<file path="src/rtl/regfile_pkg.sv">
// Types and constants shared by the regfile sequencer and the regfile itself.
package regfile_pkg;

  localparam int unsigned NIBBLE_W  = 4;
  localparam int unsigned REG_COUNT = 16;

  // Sequencer states; the encoding is fixed so LEDs and debug taps stay stable.
  typedef enum logic [2:0] {
    StIdle   = 3'd0,
    StLoad1  = 3'd1,
    StWait2  = 3'd2,
    StLoad2  = 3'd3,
    StSettle = 3'd4,
    StExec   = 3'd5,
    StDone   = 3'd6
  } seq_state_e;

endpackage

</file>
<file path="src/rtl/btn_debounce.sv">
// Button conditioner: 2-flop synchronizer, stability counter and a one-cycle
// press pulse on the rising edge of the debounced level.
module btn_debounce #(
  parameter int unsigned DEB_CYCLES = 4
) (
  input  logic clk,
  input  logic rst_n,
  input  logic btn,
  output logic press
);

  logic       sync1_q, sync2_q;
  logic       level_q, level_d;
  logic [7:0] cnt_q, cnt_d;
  logic       press_q, press_d;

  // Synchronizer resets high so a button held through reset cannot fire.
  always_ff @(posedge clk or negedge rst_n) begin
    if (!rst_n) begin
      sync1_q <= 1'b1;
      sync2_q <= 1'b1;
    end else begin
      sync1_q <= btn;
      sync2_q <= sync1_q;
    end
  end

  // Level follows the synchronized input only after DEB_CYCLES differing samples.
  always_comb begin
    level_d = level_q;
    cnt_d   = '0;
    press_d = 1'b0;
    if (sync2_q != level_q) begin
      if (cnt_q == 8'(DEB_CYCLES - 1)) begin
        level_d = sync2_q;
        press_d = sync2_q;
      end else begin
        cnt_d = cnt_q + 8'd1;
      end
    end
  end

  // Debounce state and registered press pulse.
  always_ff @(posedge clk or negedge rst_n) begin
    if (!rst_n) begin
      level_q <= 1'b1;
      cnt_q   <= '0;
      press_q <= 1'b0;
    end else begin
      level_q <= level_d;
      cnt_q   <= cnt_d;
      press_q <= press_d;
    end
  end

  assign press = press_q;

endmodule

</file>
<file path="src/rtl/regfile_seq_ctrl.sv">
// Two-press sequencer driving the nibble regfile's load strobes, bus and write
// enable, with a WAIT2 timeout and LED status outputs.
module regfile_seq_ctrl
  import regfile_pkg::*;
#(
  parameter int unsigned DEB_CYCLES = 4,
  parameter int unsigned TIMEOUT    = 1000
) (
  input  logic                clk,
  input  logic                rst_n,
  input  logic                btn_next,
  input  logic [NIBBLE_W-1:0] sw,
  input  logic                op_write,
  output logic [NIBBLE_W-1:0] no,
  output logic                push1,
  output logic                push2,
  output logic                push3,
  output logic                push4,
  output logic                wenable,
  output logic                busy,
  output logic                read_valid,
  output logic                done,
  output logic                err
);

  logic                press;
  seq_state_e          state_q, state_d;
  logic [NIBBLE_W-1:0] nib_q, nib_d;
  logic                op_q, op_d;
  logic [15:0]         tmo_q, tmo_d;
  logic                err_d;

  logic [NIBBLE_W-1:0] no_q, no_d;
  logic                push1_q, push2_q, push3_q, push4_q;
  logic                push1_d, push2_d, push3_d, push4_d;
  logic                wen_q, wen_d, busy_q, busy_d, rv_q, rv_d, done_q, done_d, err_q;

  btn_debounce #(
    .DEB_CYCLES(DEB_CYCLES)
  ) u_btn_next (
    .clk  (clk),
    .rst_n(rst_n),
    .btn  (btn_next),
    .press(press)
  );

  // Next-state logic; presses outside IDLE and WAIT2 are simply dropped.
  always_comb begin
    state_d = state_q;
    nib_d   = nib_q;
    op_d    = op_q;
    tmo_d   = tmo_q;
    err_d   = 1'b0;
    case (state_q)
      StIdle: begin
        if (press) begin
          nib_d   = sw;
          op_d    = op_write;
          state_d = StLoad1;
        end
      end
      StLoad1: begin
        tmo_d   = '0;
        state_d = StWait2;
      end
      StWait2: begin
        tmo_d = tmo_q + 16'd1;
        // A press coinciding with the timeout still completes the transaction.
        if (press) begin
          nib_d   = sw;
          state_d = StLoad2;
        end else if (tmo_q == 16'(TIMEOUT - 1)) begin
          state_d = StIdle;
          err_d   = 1'b1;
        end
      end
      StLoad2:  state_d = StSettle;
      StSettle: state_d = StExec;
      StExec:   state_d = StDone;
      StDone:   state_d = StIdle;
      default:  state_d = StIdle;
    endcase
  end

  // Outputs are decoded from the next state so they register alongside it.
  always_comb begin
    no_d    = no_q;
    if (state_d == StLoad1 || state_d == StLoad2) begin
      no_d = nib_d;
    end
    push1_d = (state_d == StLoad1) && !op_d;
    push3_d = (state_d == StLoad1) && op_d;
    push2_d = (state_d == StLoad2) && !op_d;
    push4_d = (state_d == StLoad2) && op_d;
    wen_d   = (state_d == StExec) && op_d;
    rv_d    = (state_d == StExec) && !op_d;
    busy_d  = (state_d != StIdle);
    done_d  = (state_d == StDone);
  end

  // State and registered outputs; reset aborts any transaction with no write.
  always_ff @(posedge clk or negedge rst_n) begin
    if (!rst_n) begin
      state_q <= StIdle;
      nib_q   <= '0;
      op_q    <= 1'b0;
      tmo_q   <= '0;
      no_q    <= '0;
      push1_q <= 1'b0;
      push2_q <= 1'b0;
      push3_q <= 1'b0;
      push4_q <= 1'b0;
      wen_q   <= 1'b0;
      busy_q  <= 1'b0;
      rv_q    <= 1'b0;
      done_q  <= 1'b0;
      err_q   <= 1'b0;
    end else begin
      state_q <= state_d;
      nib_q   <= nib_d;
      op_q    <= op_d;
      tmo_q   <= tmo_d;
      no_q    <= no_d;
      push1_q <= push1_d;
      push2_q <= push2_d;
      push3_q <= push3_d;
      push4_q <= push4_d;
      wen_q   <= wen_d;
      busy_q  <= busy_d;
      rv_q    <= rv_d;
      done_q  <= done_d;
      err_q   <= err_d;
    end
  end

  assign no         = no_q;
  assign push1      = push1_q;
  assign push2      = push2_q;
  assign push3      = push3_q;
  assign push4      = push4_q;
  assign wenable    = wen_q;
  assign busy       = busy_q;
  assign read_valid = rv_q;
  assign done       = done_q;
  assign err        = err_q;

endmodule

</file>
<file path="config.mk">
export PLATFORM = sky130hd
export DESIGN_NAME = regfile_seq_ctrl
export DESIGN_NICKNAME = d
export VERILOG_FILES = /design/src/rtl/regfile_pkg.sv /design/src/rtl/btn_debounce.sv /design/src/rtl/regfile_seq_ctrl.sv
export SDC_FILE = /design/constraint.sdc
export NUM_CORES = 1
export LEC_CHECK = 0
export CELL_PAD_IN_SITES_DETAIL_PLACEMENT = 0
export CELL_PAD_IN_SITES_GLOBAL_PLACEMENT = 2
export CORE_ASPECT_RATIO = 1.5
export CORE_MARGIN = 1.5
export CORE_UTILIZATION = 37
export CTS_BUF_LIST = sky130_fd_sc_hd__clkbuf_4
export CTS_CLUSTER_DIAMETER = 120
export DETAILED_ROUTE_END_ITERATION = 8
export PLACE_DENSITY_LB_ADDON = 0.1
export SLEW_MARGIN = 20
export SYNTH_ARGS = -nofsm -noshare
export SYNTH_HDL_FRONTEND = slang
export SYNTH_SLANG_ARGS = --single-unit
</file>
<file path="constraint.sdc">
create_clock -name clk -period 2.1 [get_ports clk]
set_input_delay 0.63 -clock clk [delete_from_list [all_inputs] [get_ports clk]]
set_output_delay 0.63 -clock clk [all_outputs]
set_load 0.02 [all_outputs]
</file>
### Word-level counts from Yosys, hierarchy flattened

Index checks and enable logic that the tools add are counted.

| storage, ports and cells | value |
|---|---|
| bits of input ports | 8 |
| word-level logic and storage cells | 62 |
| flip-flop bits (word level) | 49 |
| output and inout port bits | 13 |

| cells by class | value |
|---|---|
| equality and inequality tests | 12 |
| mux-type cells | 16 |
| add/subtract/negate cells | 2 |
| reduce and logical (&&, ||, !) cells | 13 |

Operators with widths:

| operator | number |
|---|---|
| $pmux 16 s2 | 1 |
| $pmux 3 s6 | 1 |
| $add 16x1->16 const B | 1 |
| $eq 16x10->1 const B | 1 |
| $mux 8 | 2 |
| $eq 3x3->1 const B | 4 |
| $eq 3x2->1 const B | 3 |
| $mux 3 | 3 |
| $add 8x1->8 const B | 1 |
| $eq 8x2->1 const B | 1 |
| $mux 4 | 2 |
| $mux 1 | 7 |
| $eq 3x1->1 const B | 2 |
| $logic_and 1x1->1 | 6 |
| $logic_not 3->1 | 1 |
| $reduce_bool 3->1 | 1 |
| $reduce_and 2->1 | 1 |
| $reduce_bool 2->1 | 1 |
| $reduce_or 2->1 | 1 |
| $logic_not 1->1 | 1 |
| $logic_or 1x1->1 | 1 |
| $ne 1x1->1 | 1 |

### Longest topological paths before layout

| depth | value |
|---|---|
| depth in word-level cells | 6 |
| gate-level depth with buffers | 6 |
| mapped depth without buffers | 5 |

### Modules after synthesis

From an unflattened synthesis, not the netlist that was laid out.

| unflattened totals | value |
|---|---|
| cell total of the unflattened synthesis | 200 |
| area total of the unflattened synthesis | 2,068.2 um^2 |

Modules (own cells, without submodules):

| module | times used | sequential area each (um^2) | area each (um^2) | cells each |
|---|---|---|---|---|
| regfile_seq_ctrl | 1 | 825.8 | 1,555.2 | 155 |
| btn_debounce | 1 | 304.0 | 513.0 | 45 |

### Least setup slack after synthesis

No wires, ideal clock.

| timing path | value |
|---|---|
| path type | reg-to-reg |
| from | register tmo_q[3] |
| to | register busy_q, in the netlist busy |
| period minus slack after synthesis | 1,672 ps |
| arrival time | 1,542 ps |
| path buffers | 1 |
| setup slack | 428 ps |
| cell stages (with the launch flop) | 6 |
| data required time | 1,971 ps |
| library setup time | 129 ps |
| cell sequence | dfrtp_1 -> buf_6 -> or4_1 -> nor3_2 -> a41oi_1 -> o41a_1 |

| on the way | value |
|---|---|
| longest elaborated chain between the ends | 5 |

Ends and longest elaborated chain:

| what | RTL line | RTL |
|---|---|---|
| start: declaration | regfile_seq_ctrl.sv:30 | `logic [15:0] tmo_q, tmo_d;` |
| start signal: assignment | regfile_seq_ctrl.sv:122 | `tmo_q <= tmo_d;` |
| $eq 16x10->1 | regfile_seq_ctrl.sv:72 | `end else if (tmo_q == 16'(TIMEOUT - 1)) begin` |
| $mux 3 | regfile_seq_ctrl.sv:72 |  |
| $mux 3 | regfile_seq_ctrl.sv:69 | `if (press) begin` |
| $pmux 3 s6 | regfile_seq_ctrl.sv:54 | `case (state_q)` |
| $reduce_bool 3->1 | regfile_seq_ctrl.sv:97 | `busy_d = (state_d != StIdle);` |
| named net busy_d | regfile_seq_ctrl.sv:36 | `logic wen_q, wen_d, busy_q, busy_d, rv_q, rv_d, done_q, done_d, err_q;` |
| end signal: assignment | regfile_seq_ctrl.sv:129 | `busy_q <= busy_d;` |
| end: declaration | regfile_seq_ctrl.sv:36 |  |

The timed path passes the listed nets, and every way through them passes these cells.
A chain may end at the register's enable or synchronous reset.

### Final worst setup path

| timing path | value |
|---|---|
| from | register no_q[0], in the netlist no[0] |
| to | output no[0] |

RTL lines:

| what | RTL line | RTL |
|---|---|---|
| start: declaration | regfile_seq_ctrl.sv:33 | `logic [NIBBLE_W-1:0] no_q, no_d;` |
| start signal: assignment | regfile_seq_ctrl.sv:123 | `no_q <= no_d;` |
| end: declaration | regfile_seq_ctrl.sv:14 | `output logic [NIBBLE_W-1:0] no,` |

No word-level cell between the ends.

==> implementation parameters <==
Parameter                              Value

Global routing
  Remaining Overflow, GRT ... 0
  Vias in the first global route ... 1631
  Number of antenna violations at the first check in global routing ... 0
  Global-route wire length before repair ... 7580 um
  Pin count of the biggest net entering global routing ... 46
  GR Util All Layers ... 16.3%

STA
  Setup repair after global routing missed its margin ... no
  Final hold violation count ... 0
  Worst Hold Margin ... 0.342 ns
  Max_slew headroom ... 60.4%
  Worst slew pin tran ... 0.592 ns
  Fmax achieved ... 510 MHz
  Skew final ... 0.0107 ns
  Post-route clock period utilization ... 93.3%
  Total setup violations reported at the end of the flow ... 0
  Minimum clock period ... 1.96 ns
  Total negative setup slack ... 0 ns
  Count of final max-slew check failures ... 0

Power
  Total power ... 2.59 mW
  Clock power frac ... 15.6%
  Power density over the cells ... 1100 nW/um2
  Switching part of the total power ... 39.3%
  Leakage ... 1.03 nW
  Cell internal power dissipation ... 1.58 mW
  Proportion of power drawn by combinational gates ... 37.7%
  Sw power ... 1.02 mW
  Max rail drop VDD ... 0.512 mV
  Reg power frac ... 46.7%

Setup path
  Worst Path Buf+Inv ... 1
  Arrival time of data at the critical path endpoint ... 1.33 ns
  Top Family by Delay on Critical Path ... buffers and inverters
  Critical path class ... reg -> out
  Reg-to-reg slack, setup ... 0.30 ns
  CP endpoint kind ... output port
  Startpoint type of the worst setup path ... flop
  Slowest Stage Delay on Critical Path ... 0.61 ns
  Endpoint required time on the critical path ... 1.47 ns
  Reg-to-Reg Start ... state_q[1]
  Maximum fanout along the worst path ... 2
  Reg2Reg Capture Point ... tmo_q[8]
  Highest-delay cell along the critical path ... clkdlybuf4s50_1
  Worst reg2reg path depth ... 4
  Cell Chain, Critical Path ... clkdlybuf4s50_1

Logic synthesis
  Yosys reg bits ... 45
  Seq/Total Area, Yosys ... 55.7%
  Top flip-flop cell by instance count after synthesis ... dfrtp_1
  Number of distinct standard cells referenced by the synthesized netlist ... 42
  Cell area after synthesis ... 2030 um2
  Synthesized net count ... 211
  Mean instance size in the synthesized netlist ... 10.1 um2
  Number of synthesis warnings ... 0
  EDFF count, synth ... 0
  Library cell occupying the most area in the post-synthesis netlist ... dfrtp_1
  Share of synthesized flip-flops with an asynchronous set or reset ... 100%
  Largest cells by area after synthesis ... dfrtp_1, nand2_1, dfstp_2
  Post-synthesis instance total ... 201
  Share of the synthesized area in the top cell type ... 51.8%

Clocking
  Cells resized by post-CTS repair ... 0
  Clock-pin slew of the registers on the worst-case setup and hold paths ... 0.12 ns
  Clock root cell ... clkbuf_4
  Sinks on Clock Net ... 45
  Max Root-Sink Buffers ... 2
  Number of H-tree levels ... 2
  Buffers inserted during post-CTS setup optimization ... 0
  CTS buffer count ... 5
  Clock tree from TritonCTS ... done
  Clock latency on the worst-skew pair ... 0.35 ns
  Number of hold buffers added after CTS ... 0

Detailed routing
  TritonRoute pass-1 iters ... 4
  Overall via count from detail_route ... 1567
  Initial DRC Count ... 96
  Sum of routed wire length over all layers ... 4420 um
  Total DRC errors in the routed layout ... 0
  Per-cell via count in the routed design ... 5.37
  Average routed wire per standard cell ... 15.1 um
  Post-DRT Antenna Nets ... 0

Place
  Port buffer count ... 20
  RD Place Congestion ... 0.801
  Half-perimeter wire length after placement ... 3130 um
  Placed Cells incl. Taps ... 284

Cells and area
  Fill cell count ... 523
  Total Nets Final ... 233
  Number of standard cells in the layout, taps in and fillers out ... 292
  Count of antenna diodes in the layout ... 0
  Core Util, Final ... 45.2%
  Fraction of layout cells with a size suffix above 1 ... 9.82%
  Area overhead of the layout relative to synthesis ... 15.8%

Run status
  Result of the run ... finished clean

Die
  Die area ... 5950 um2
  Die Wd ... 63.5 um
  Number of ports placed on the die boundary ... 21
  Standard-cell rows ... 32
  Core outline area ... 5200 um2
  Vertical extent of the die ... 93.7 um
  Initial core utilization ... 39.0%

Worst hold path
  Hold/Removal Path Class ... in -> async

Run
  Max-cap violations ... 0
==> power groups by stage <==
stage	Sequential (mW)	Combinational, mW	Clock (mW)
after global placement	1.22	0.961	0
after CTS	1.21	0.986	0.431
after detailed placement	1.23	0.980	0
final	1.21	0.978	0.406
after floorplan	1.23	0.620	0
after global routing	1.24	1.10	0.460
==> registers in the layout, summed over array words and instances, names as in the netlist, 3 cells and up <==
register	cells
no	4
state_q	3
tmo_q	16
u_btn_next.cnt_q	8
==> how the worst max path moves through the flow <==
stage,cells past startpoint,to,start
floorplan,5,busy,tmo_q[3]
global placement,4,busy,tmo_q[3]
detailed placement,4,tmo_q[8],state_q[1]
CTS,1,no[0],no[0]
global route,1,no[1],no[1]
finish,1,no[0],no[0]
==> Yosys cell counts (all sizes together) (3+ instances only) <==
master,instances
a21oi,6
a31oi,9
and2,3
and3,6
buf,5
clkbuf,5
dfrtp,42
dfstp,3
inv,3
nand2,23
nand2b,4
nand3,15
nand4,4
nor2,16
nor3,7
nor3b,3
o211ai,3
o21ai,11
or4,4
xor2,6
==> cell type report <==
class | instances | area (um2) | share of cell area (%)
flip-flops and latches | 45 | 1130 | 48.1
clock inverters | 2 | 10.0 | 0.426
inverters | 3 | 11.3 | 0.479
clock buffers | 6 | 45.0 | 1.92
repair buffers | 25 | 233 | 9.90
multi-input cells | 143 | 837 | 35.6
well taps | 68 | 85.1 | 3.62
==> per-stage QoR <==
step | area (um2) | worst slack, ns
after floorplan | 2030 | 0.428
after global placement | 2300 | 0.403
after detailed placement | 2300 | 0.314
after CTS | 2350 | 0.112
after global routing | 2350 | 0.0844
final | 2350 | 0.141
==> cell usage in the layout (no fill, tap or decap), types with 2 or more instances in the layout <==
cell type,count
clkinv_2,2
inv_1,3
nand4_1,4
buf_4,5
clkdlybuf4s50_1,19
and2_1,3
a21oi_1,6
xor2_1,6
nand3_1,15
nand2_1,23
nor3b_1,3
a41oi_1,2
o41ai_1,2
nor2_1,16
ha_1,2
o211ai_1,3
xnor2_1,2
nor3_1,6
or4_1,4
clkbuf_4,6
dfrtp_1,42
nand2b_1,4
dfstp_2,3
a31oi_1,9
and3_1,6
o21ai_0,11
==> routing by layer <==
metal  up-vias  part of all wire, %  global-route usage (%)
met4         0                  2.0                    6.34
met1       767                   42                    17.9
met5         -                    0                       0
li1        766                    -                       -
met2        27                   53                    30.1
met3         7                  2.9                    3.48
==> kinds of logic (layout without fill, tap and decap cells) <==
logic type	after synthesis	count (layout)	synth area share, %
xor gates and xnor gates	8	8	3.45
and+or+nand+nor	92	92	23.3
buffers and inverters	13	36	3.08
muxes	1	1	0.555
AOI/OAI and AO/OA	40	40	12.7
DFF	45	45	55.7
adders and majority gates	2	2	1.23
Power figures use the tool's default switching activity.
